$ cat config.mk
export PLATFORM = sky130hd
export DESIGN_NAME = vram_arbiter
export DESIGN_NICKNAME = d
export VERILOG_FILES = /design/src/rtl/vram_arbiter.sv
export SDC_FILE = /design/constraint.sdc
export NUM_CORES = 1
export LEC_CHECK = 0
export ABC_AREA = 1
export BUFFER_PORTS_ARGS = -buffer_cell sky130_fd_sc_hd__buf_2
export CAP_MARGIN = 20
export CORE_MARGIN = 5
export CORE_UTILIZATION = 53
export DETAILED_ROUTE_END_ITERATION = 12
export PLACE_DENSITY = 0.85
export SLEW_MARGIN = 40
export SYNTH_ARGS = -nofsm -noshare
export SYNTH_HDL_FRONTEND = slang
export SYNTH_SLANG_ARGS = --single-unit
$ cat constraint.sdc
create_clock -name clk -period 2.3 [get_ports clk]
set_clock_uncertainty 0.1 [all_clocks]
set_input_delay 0.46 -clock clk [delete_from_list [all_inputs] [get_ports clk]]
set_output_delay 0.46 -clock clk [all_outputs]
set_load 0.02 [all_outputs]
$ cat src/rtl/vram_arbiter.sv
// Single-port VRAM arbiter: GPU fetch has absolute priority,
// CPU accesses go through a one-entry buffer and fill free cycles.
module vram_arbiter #(
   parameter int ADDR_W  = 14,
   parameter int DATA_W  = 32,
   parameter int STALL_W = 16
) (
   input  logic               clk,
   input  logic               resetn,
   input  logic               gpu_req,
   input  logic [ADDR_W-1:0]  gpu_addr,
   output logic [DATA_W-1:0]  gpu_q,
   output logic               gpu_valid,
   input  logic               cpu_start,
   input  logic               cpu_we,
   input  logic [ADDR_W-1:0]  cpu_addr,
   input  logic [DATA_W-1:0]  cpu_data,
   output logic [DATA_W-1:0]  cpu_q,
   output logic               cpu_busy,
   output logic               cpu_done,
   output logic [ADDR_W-1:0]  ram_addr,
   output logic [DATA_W-1:0]  ram_d,
   output logic               ram_we,
   input  logic [DATA_W-1:0]  ram_q,
   output logic [STALL_W-1:0] stall_cycles
);

   typedef enum logic [1:0] {
      IDLE,
      PENDING,
      ISSUED,
      RDATA
   } state_t;

   localparam logic [STALL_W-1:0] STALL_MAX = {STALL_W{1'b1}};
   localparam logic [STALL_W-1:0] STALL_ONE = {{(STALL_W-1){1'b0}}, 1'b1};

   state_t              state, state_n;
   logic                buf_we, buf_we_n;
   logic [ADDR_W-1:0]   buf_addr, buf_addr_n;
   logic [DATA_W-1:0]   buf_data, buf_data_n;
   logic [DATA_W-1:0]   cpu_q_n;
   logic                cpu_busy_n;
   logic                cpu_done_n;
   logic [ADDR_W-1:0]   ram_addr_n;
   logic [DATA_W-1:0]   ram_d_n;
   logic                ram_we_n;
   logic [STALL_W-1:0]  stall_n;
   logic [1:0]          gv_pipe;

   // GPU read data comes straight from the RAM; only the valid is tracked
   assign gpu_q     = ram_q;
   assign gpu_valid = gv_pipe[1];

   // Next-state and port-grant logic; GPU overrides the address last
   always_comb begin
      state_n    = state;
      buf_we_n   = buf_we;
      buf_addr_n = buf_addr;
      buf_data_n = buf_data;
      cpu_q_n    = cpu_q;
      cpu_busy_n = cpu_busy;
      cpu_done_n = 1'b0;
      ram_addr_n = ram_addr;
      ram_d_n    = ram_d;
      ram_we_n   = 1'b0;
      stall_n    = stall_cycles;
      unique case (state)
         IDLE: begin
            if (cpu_start) begin
               buf_we_n   = cpu_we;
               buf_addr_n = cpu_addr;
               buf_data_n = cpu_data;
               stall_n    = '0;
               cpu_busy_n = 1'b1;
               state_n    = PENDING;
            end
         end
         PENDING: begin
            if (gpu_req) begin
               if (stall_cycles != STALL_MAX)
                  stall_n = stall_cycles + STALL_ONE;
            end else begin
               ram_addr_n = buf_addr;
               ram_d_n    = buf_data;
               ram_we_n   = buf_we;
               state_n    = ISSUED;
            end
         end
         ISSUED: begin
            if (buf_we) begin
               cpu_done_n = 1'b1;
               cpu_busy_n = 1'b0;
               state_n    = IDLE;
            end else begin
               state_n = RDATA;
            end
         end
         RDATA: begin
            cpu_q_n    = ram_q;
            cpu_done_n = 1'b1;
            cpu_busy_n = 1'b0;
            state_n    = IDLE;
         end
      endcase
      if (gpu_req) begin
         ram_addr_n = gpu_addr;
         ram_we_n   = 1'b0;
      end
   end

   // State register
   always_ff @(posedge clk or negedge resetn) begin
      if (!resetn) state <= IDLE;
      else         state <= state_n;
   end

   // Request buffer, RAM port and CPU-side output registers
   always_ff @(posedge clk or negedge resetn) begin
      if (!resetn) begin
         buf_we       <= 1'b0;
         buf_addr     <= '0;
         buf_data     <= '0;
         cpu_q        <= '0;
         cpu_busy     <= 1'b0;
         cpu_done     <= 1'b0;
         ram_addr     <= '0;
         ram_d        <= '0;
         ram_we       <= 1'b0;
         stall_cycles <= '0;
      end else begin
         buf_we       <= buf_we_n;
         buf_addr     <= buf_addr_n;
         buf_data     <= buf_data_n;
         cpu_q        <= cpu_q_n;
         cpu_busy     <= cpu_busy_n;
         cpu_done     <= cpu_done_n;
         ram_addr     <= ram_addr_n;
         ram_d        <= ram_d_n;
         ram_we       <= ram_we_n;
         stall_cycles <= stall_n;
      end
   end

   // Two-stage GPU valid pipe matching address register plus RAM latency
   always_ff @(posedge clk or negedge resetn) begin
      if (!resetn) gv_pipe <= 2'b00;
      else         gv_pipe <= {gv_pipe[0], gpu_req};
   end

endmodule
* After elaboration in Yosys (flattened, before gate mapping) *
Cells that the tools add are included.

cells by class
  mux-type cells = 17
  add/subtract/negate cells = 1
  $mul = 0
  shifts and indexed selects = 0
  reductions and logical operators = 9
  equality and inequality tests = 9
  bitwise operators = 1
  $lt $le $gt $ge = 0
  divide/modulo/power cells = 0

operators with widths
  cell                     count
  $mux W16                 3
  $pmux W16 S2             1
  $mux W14                 2
  $add A16 B1 Y16 const B  1
  $ne A16 B16 Y1 const B   1
  $ne A2 B2 Y1 const B     5
  $pmux W2 S4              1
  $mux W2                  3
  $reduce_and A2 Y1        3
  $mux W1                  5
  $eq A2 B2 Y1 const B     2
  $reduce_and A4 Y1        1
  $reduce_bool A2 Y1       2
  $pmux W1 S3              1
  $reduce_and A3 Y1        1
  $reduce_bool A3 Y1       1
  $eq A2 B1 Y1 const B     1
  $logic_not A2 Y1         1
  $pmux W1 S2              1
  $not A1 Y1               1

storage, ports and cells
  memories = 0
  word-level logic and storage cells = 49
  bits of input ports = 97
  output and inout port bits = 130
  latch bits = 0
  flip-flop bits (word level) = 148
  memory bits (read-only) = 0
  RAM bits = 0

* Logic depth before layout (Yosys ltp) *
Gate-level depths: netlist (run 1).

  depth after elaboration = 4
  depth in mapped cells = 10
  gate-level depth less buffers = 9

* Least setup slack after synthesis (run 1) *
OpenSTA, ideal clock, no wires.

  kind = flip-flop to flip-flop
  start = register stall_cycles[0]
  end = register stall_cycles[0]
  path buffers = 1
  setup slack = 0.614 ns
  arrival time = 1.460 ns
  period minus slack after synthesis = 1.686 ns
  stages on the path, launching flop included = 10
  data required time = 2.074 ns
  setup time = 0.126 ns
  cell sequence = dfrtp_1 -> ha_1 -> nand2_1 -> nor2_2 -> nand2_2 -> nor2_4 -> nand2_2 -> nand2_4 -> buf_6 -> o21ai_0

on the way
  word-level cells in the longest chain between the ends = 4
  elaborated cells on any way between the ends = 7
  those cells by class = add/sub: 1; eq/ne: 2; mux: 3; reduce/logical: 1

RTL lines
  element                   line  RTL
  start: declaration        25    output logic [STALL_W-1:0] stall_cycles
  start signal: assignment  141   stall_cycles <= stall_n;
  $add A16 B1 Y16           82    stall_n = stall_cycles + STALL_ONE;
  $mux W16                  81    if (stall_cycles != STALL_MAX)
  $mux W16                  80    if (gpu_req) begin
  $pmux W16 S2              68    unique case (state)

Several ways; a longest one is shown, not always the timed one. The select of a mux whose other input is x is not followed.
A chain may end at the register's enable or synchronous reset.

* Worst setup path in the final report (run 1) *
  start = register state[1]
  end = register stall_cycles[15]

on the way
  word-level cells in the longest chain between the ends = 3
  elaborated cells on any way between the ends = 8
  those cells by class = eq/ne: 4; mux: 1; reduce/logical: 3

RTL lines
  element                                                                     line  RTL
  start: declaration                                                          38    state_t state, state_n;
  start signal: assignment                                                    115   else state <= state_n;
  $eq A2 B1 Y1 / $logic_not A2 Y1 (equally long branches)                     68
  $ne A2 B2 Y1 (no source line) / $reduce_bool A2 Y1 (equally long branches)  --
  $reduce_and A4 Y1 (no source line)                                          --

Several ways; a longest one is shown, not always the timed one.

==> key figures, run 1 <==
Detailed routing
  • # DRC: 0
  • Overall routed net length: 14800 µm
  • DRT iter0 DRCs: 232
  • WL/cell: 16.5 µm
  • Antenna Nets Post-Route: 0
  • Drt first pass iters: 4
  • Number of vias per cell: 5.12
  • Via count: 4596

Clock tree
  • Worst-case clock buffer depth: 2
  • Total CTS buffers: 17
  • CTS H-tree depth: 4
  • CTS tree: done
  • Resize count post-CTS: 0
  • Worst-skew pair later-pin latency: 0.42 ns
  • Clock-pin slew on the worst setup and hold paths: 0.06 ns
  • Clock tree root buffer cell: clkbuf_16
  • Sink Count: 148

Global route
  • GR Util met3: 0.0974
  • Gr usage total: 0.213
  • Grt met2 use: 0.357
  • Initial antenna violation count: 2
  • Largest net degree at the start of global routing: 57
  • First-pass GRT wire length: 24100 µm
  • GR Util met1: 0.239
  • GRT overflow: 0
  • Vias in the first global route: 4910
  • GR peak layer: met2

Place
  • Final GP Congestion: 0.887
  • Detailed placement HPWL: 11000 µm
  • Number of port buffers: 226
  • Placed instance area: 7330 µm²

Power
  • Leak: 3.98 nW
  • VDD IR max: 951 µV
  • Power Density: 1390 nW/µm²
  • Tot Pwr: 11.0 mW

Final layout
  • Share of layout cells above drive strength 1: 0.500
  • Net count reported at finish: 839
  • Fin util: 0.688
  • Layout area overhead: 26.3%
  • Finished Cell Area: 7920 µm²
  • Antenna cells: 0

Logic synthesis
  • Synthesized cell area: 6270 µm²
  • Syn Inst Count: 539
  • Post-synth EDFFs: 0
  • Synth area leaders: dfrtp_1 (59%), mux2_2 (18%), nand2_1 (6.0%)
  • Most common cell in the netlist: dfrtp_1
  • Syn Area/Cell: 11.6 µm²
  • Ys async rst share: 1.00
  • Synth warnings: 0
  • Synth cell types: 28
  • Synth Flop Type: dfrtp_1
  • Net Count, Synth: 637
  • Area leader, netlist: dfrtp_1
  • Synth top area share: 0.591
  • Post-synthesis register bit count: 148
  • Post-synth top cells: dfrtp_1 (148), nand2_1 (100), mux2_2 (98)
  • Register area share after synthesis: 0.591

STA
  • Final setup vio count: 0
  • Slew margin rel.: 0.641
  • Clock period minus worst slack: 1.86 ns
  • RSZ-0062 raised after global routing: no
  • Final Hold Viols: 0
  • Highest clock rate: 537 MHz
  • Fin crit share: 0.809
  • Setup TNS: 0 ns
  • Tightest Pin Transition: 0.538 ns
  • Slew Viols, Final: 0

Outcome
  • Outcome: finished, final reports clean

Setup path
  • Worst path slowest cell: dfrtp_1
  • Top cell by count, worst path: nand2_1
  • Crit end category: flop
  • CP max FO: 23
  • WS Path Type: flop to flop
  • Worst setup SP type: flop
  • CP max stage delay: 0.40 ns
  • CP arrival: 2.11 ns
  • CP Cell Sequence: inv_1 -> nand2_1 -> inv_2 -> nand2_1 -> nand2_1 -> inv_1 -> nor2_4 -> nand3_1 -> nand2_1
  • Worst Path Required: 2.55 ns

Die
  • Starting Density: 0.544
  • Die span in x: 119 µm
  • Full die area: 14100 µm²
  • Die Span Y: 119 µm
  • I/O pins: 227
  • Num rows: 39
  • Core box area: 11500 µm²

Flow run
  • Max cap viols: 0

Hold path
  • Hold Crit Class: input pin to flop
==> cells in the final DEF, fill, tap and decap left out, drive strengths merged <==
cell type,Yosys,routed
clkinv,0,5
nor2,33,33
dfrtp,148,148
inv,30,33
or2,1,1
ha,1,1
nor3,1,1
xnor2,1,1
clkinvlp,0,5
nand3,30,30
o21ai,12,12
a21oi,11,11
nand4,4,4
o211ai,9,9
dlygate4sd3,0,1
nand2,104,104
mux2,99,99
buf,48,234
xor2,3,3
bufinv,0,2
clkbuf,4,17
==> per-stage QoR <==
stage          hold WS, ns  worst slack (ns)  std cells
2_1_floorplan       0.0644             0.614        539
3_3_place_gp         0.260             0.572        864
3_5_place_dp         0.264             0.489        864
4_1_cts              0.145             0.453        897
5_1_grt              0.150             0.233        897
6_report             0.157             0.438        897
==> logic make-up after synthesis <==
| kind of cell | Yosys count | share of synthesized area |
|---|---|---|
| and+or+nand+nor | 173 | 0.118 |
| DFF | 148 | 0.591 |
| muxes | 99 | 0.178 |
| buffers and inverters | 82 | 0.0768 |
| AOI/OAI and AO/OA | 32 | 0.0291 |
| xor gates and xnor gates | 4 | 0.00559 |
| adders and majority gates | 1 | 0.00200 |
==> cell type report <==
type | instances | area (µm²)
Inverter | 30 | 113
Fill cell | 891 | 3600
Timing Repair Buffer | 235 | 1260
Clock buffer | 17 | 425
Tap cell | 143 | 179
Multi-Input combinational cell | 309 | 2090
Sequential cell | 148 | 3700
Clock inverter | 15 | 156
==> final timing paths <==
check | start | end | slack [ns] | cells past startpoint
worst max-delay path | state[1] | stall_cycles[15] | 0.44 | 9
worst min-delay path | gpu_addr[0] | ram_addr[0] | 0.16 | 3
worst max register to register | state[1] | stall_cycles[15] | 0.44 | 9
worst min register to register | gv_pipe[0] | gv_pipe[1] | 0.28 | 0
max in group asynchronous | resetn | buf_data[6] | 0.95 | 3
min in group asynchronous | resetn | buf_data[22] | 0.46 | 2
==> per-layer routing <==
metal | part of all wire | up-vias
met4 | 0.021 | 4
li1 | - | 2168
met3 | 0.10 | 28
met5 | 0.0016 | -
met2 | 0.50 | 173
met1 | 0.38 | 2223
==> flip-flops by register name, indices dropped and copies added (netlist names) <==
name,cells
cpu_busy,1
buf_addr,14
ram_we,1
ram_d,32
buf_we,1
stall_cycles,16
cpu_q,32
buf_data,32
cpu_done,1
state,2
gv_pipe,2
ram_addr,14
==> power breakdown <==
part	total (mW)	internal, mW	switching [mW]
logic	4.00	1.70	2.30
clock network	2.70	1.60	1.10
registers	4.32	3.76	0.567
total	11.0	7.05	3.96
==> repair_timing <==
action                    CTS  global route
setup buffers               0             0
hold buffers                1             0
hold endpoints to repair   52             0
==> worst max-delay path, delay by kind of cell (launching register included) <==
family,cells,cell delay [ns]
buffers and inverters,3,0.53
and+or+nand+nor,6,0.77
DFF,1,0.40
No activity file was read; power rests on OpenSTA's default activity.
==> run 2: changes to the inputs <==
- CORE_UTILIZATION: 53 -> 45
- PLACE_DENSITY: 0.85 -> 0.77
- clock period: 2.3 -> 1.6 ns (I/O delays scaled with it)
==> key figures, run 2 (synthesis results as in run 1) <==
Setup path
  • CP max FO: 5
  • Worst Path Required: 1.18 ns
  • WS Path Type: flop to primary output
  • Flop-to-flop setup slack: 0.04 ns
  • Crit end category: primary output
  • CP arrival: 1.15 ns
  • Worst setup SP type: flop

Die
  • Die Span Y: 128 µm
  • Die span in x: 128 µm
  • Starting Density: 0.455
  • I/O pins: 227
  • Core box area: 13800 µm²
  • Full die area: 16400 µm²
  • Num rows: 43

Power
  • Seq pwr share: 0.377
  • Leak: 4.14 nW
  • Switch Pwr: 5.70 mW
  • Clock share of power: 0.252
  • Tot Pwr: 16.3 mW
  • Power Density: 1970 nW/µm²
  • Comb pwr share: 0.372
  • VDD IR max: 1300 µV
  • Switching share of power: 0.349
  • Cell Int Power: 10.6 mW

Clock tree
  • Sink Count: 148
  • Total CTS buffers: 17
  • Clock tree root buffer cell: clkbuf_16
  • CTS tree: done
  • Worst-skew pair later-pin latency: 0.41 ns
  • CTS H-tree depth: 4
  • Worst-case clock buffer depth: 2
  • Clock-pin slew on the worst setup and hold paths: 0.06 ns

STA
  • Final setup vio count: 0
  • Final hold slack: 0.0296 ns
  • Fin crit share: 0.982
  • Highest clock rate: 636 MHz
  • Tightest Pin Transition: 0.250 ns
  • RSZ-0062 raised after global routing: yes
  • Slew Viols, Final: 0
  • Final Hold Viols: 0
  • Clock period minus worst slack: 1.57 ns
  • Slew margin rel.: 0.833

Final layout
  • Most frequent cells in the layout: buf_2 (222), dfrtp_1 (142), nand2_1 (98), mux2_2 (98), nand3_1 (30)
  • Antenna cells: 0
  • Net count reported at finish: 861
  • Layout area overhead: 32.2%
  • Finished Cell Area: 8290 µm²
  • Fillcell total: 1170
  • Fin util: 0.602
  • Regs by FF count: buf_data: 32 flops, cpu_q: 32 flops, ram_d: 32 flops
  • Share of layout cells above drive strength 1: 0.530
  • Leading cell type in the layout, fill and taps excluded: buf_2

Global route
  • GRT overflow: 0
  • Gr usage total: 0.181
  • First-pass GRT wire length: 23300 µm
  • Vias in the first global route: 4655
  • GR peak layer: met2
  • Grt met2 use: 0.292
  • Largest net degree at the start of global routing: 48
  • GR Util met1: 0.219
  • Initial antenna violation count: 1
  • GR Util met3: 0.0817

Detailed routing
  • Overall routed net length: 14800 µm
  • DRT iter0 DRCs: 256
  • Drt first pass iters: 4
  • Antenna Nets Post-Route: 0
  • Via count: 4614
  • WL/cell: 15.5 µm
  • Number of vias per cell: 4.83
  • # DRC: 0

Flow run
  • Max cap viols: 0

Place
  • Placed instance area: 7550 µm²
  • Detailed placement HPWL: 10800 µm
  • Final GP Congestion: 0.858
  • Number of port buffers: 226

Outcome
  • Outcome: finished, final reports clean

Hold path
  • Hold Crit Class: input pin to flop
[run 2: cell types whose count changed in the layout (fill, tap and decap cells not counted), moves of 3 or more]
cell	delta
buf_2	-3
buf_4	+19
clkbuf_8	+3
clkinvlp_4	-4
dfrtp_1	-6
dfrtp_2	+6
nand2_4	+4
nor2_1	-4
nor2_2	+3
[run 2: final timing paths]
| path | from | to | depth (start not counted) |
|---|---|---|---|
| min | gpu_addr[0] | ram_addr[0] | 3 |
| max | stall_cycles[0] | stall_cycles[0] | 2 |
| min reg2reg | gv_pipe[0] | gv_pipe[1] | 0 |
| min in group asynchronous | resetn | ram_d[22] | 2 |
| max in group asynchronous | resetn | ram_addr[3] | 3 |
| max reg2reg | stall_cycles[0] | stall_cycles[9] | 8 |
[run 2: power groups by stage]
stage | combinational (mW) | sequential, mW | clock (mW)
4_1_cts | 6.05 | 6.17 | 4.19
5_1_grt | 6.60 | 6.38 | 4.38
2_1_floorplan | 2.77 | 7.39 | 0
6_report | 6.07 | 6.16 | 4.11
3_5_place_dp | 6.01 | 6.22 | 0
3_3_place_gp | 5.87 | 6.12 | 0
[run 2: repair_timing]
item	CTS	global route
setup endpoints to repair	11	50
hold endpoints to repair	148	0
pin swaps	0	8
gates resized for setup	1	21
hold buffers	1	0
cloned	0	3
buffers inserted	0	1
[run 2: worst max-delay path: stages (launching register included)]
cell     delay, ns
dfrtp_2       0.42
buf_4         0.16
buf_4         0.15
[run 2: layer usage]
layer / part of all wire / wire length (µm)
met2: 0.50 / 7350
met1: 0.40 / 5880
met5: 0.00074 / 11
met4: 0.010 / 151
met3: 0.093 / 1380
[run 2: layout make-up]
| class | instances | area, µm² | area share |
|---|---|---|---|
| flip-flops and latches | 148 | 3710 | 0.448 |
| clock buffers | 22 | 474 | 0.0572 |
| multi-input cells | 312 | 2180 | 0.263 |
| well taps | 180 | 225 | 0.0272 |
| repair buffers | 254 | 1440 | 0.173 |
| inverters | 30 | 113 | 0.0136 |
| clock inverters | 10 | 146 | 0.0177 |
[run 2: through the flow]
step / setup TNS [ns] / worst slack, ns / cells
2_1_floorplan: 0 / 0.000910 / 539
3_3_place_gp: 0 / 0.0516 / 919
3_5_place_dp: -0.00732 / -0.00732 / 919
4_1_cts: 0 / 0.0117 / 952
5_1_grt: -0.147 / -0.0208 / 956
6_report: 0 / 0.0286 / 956
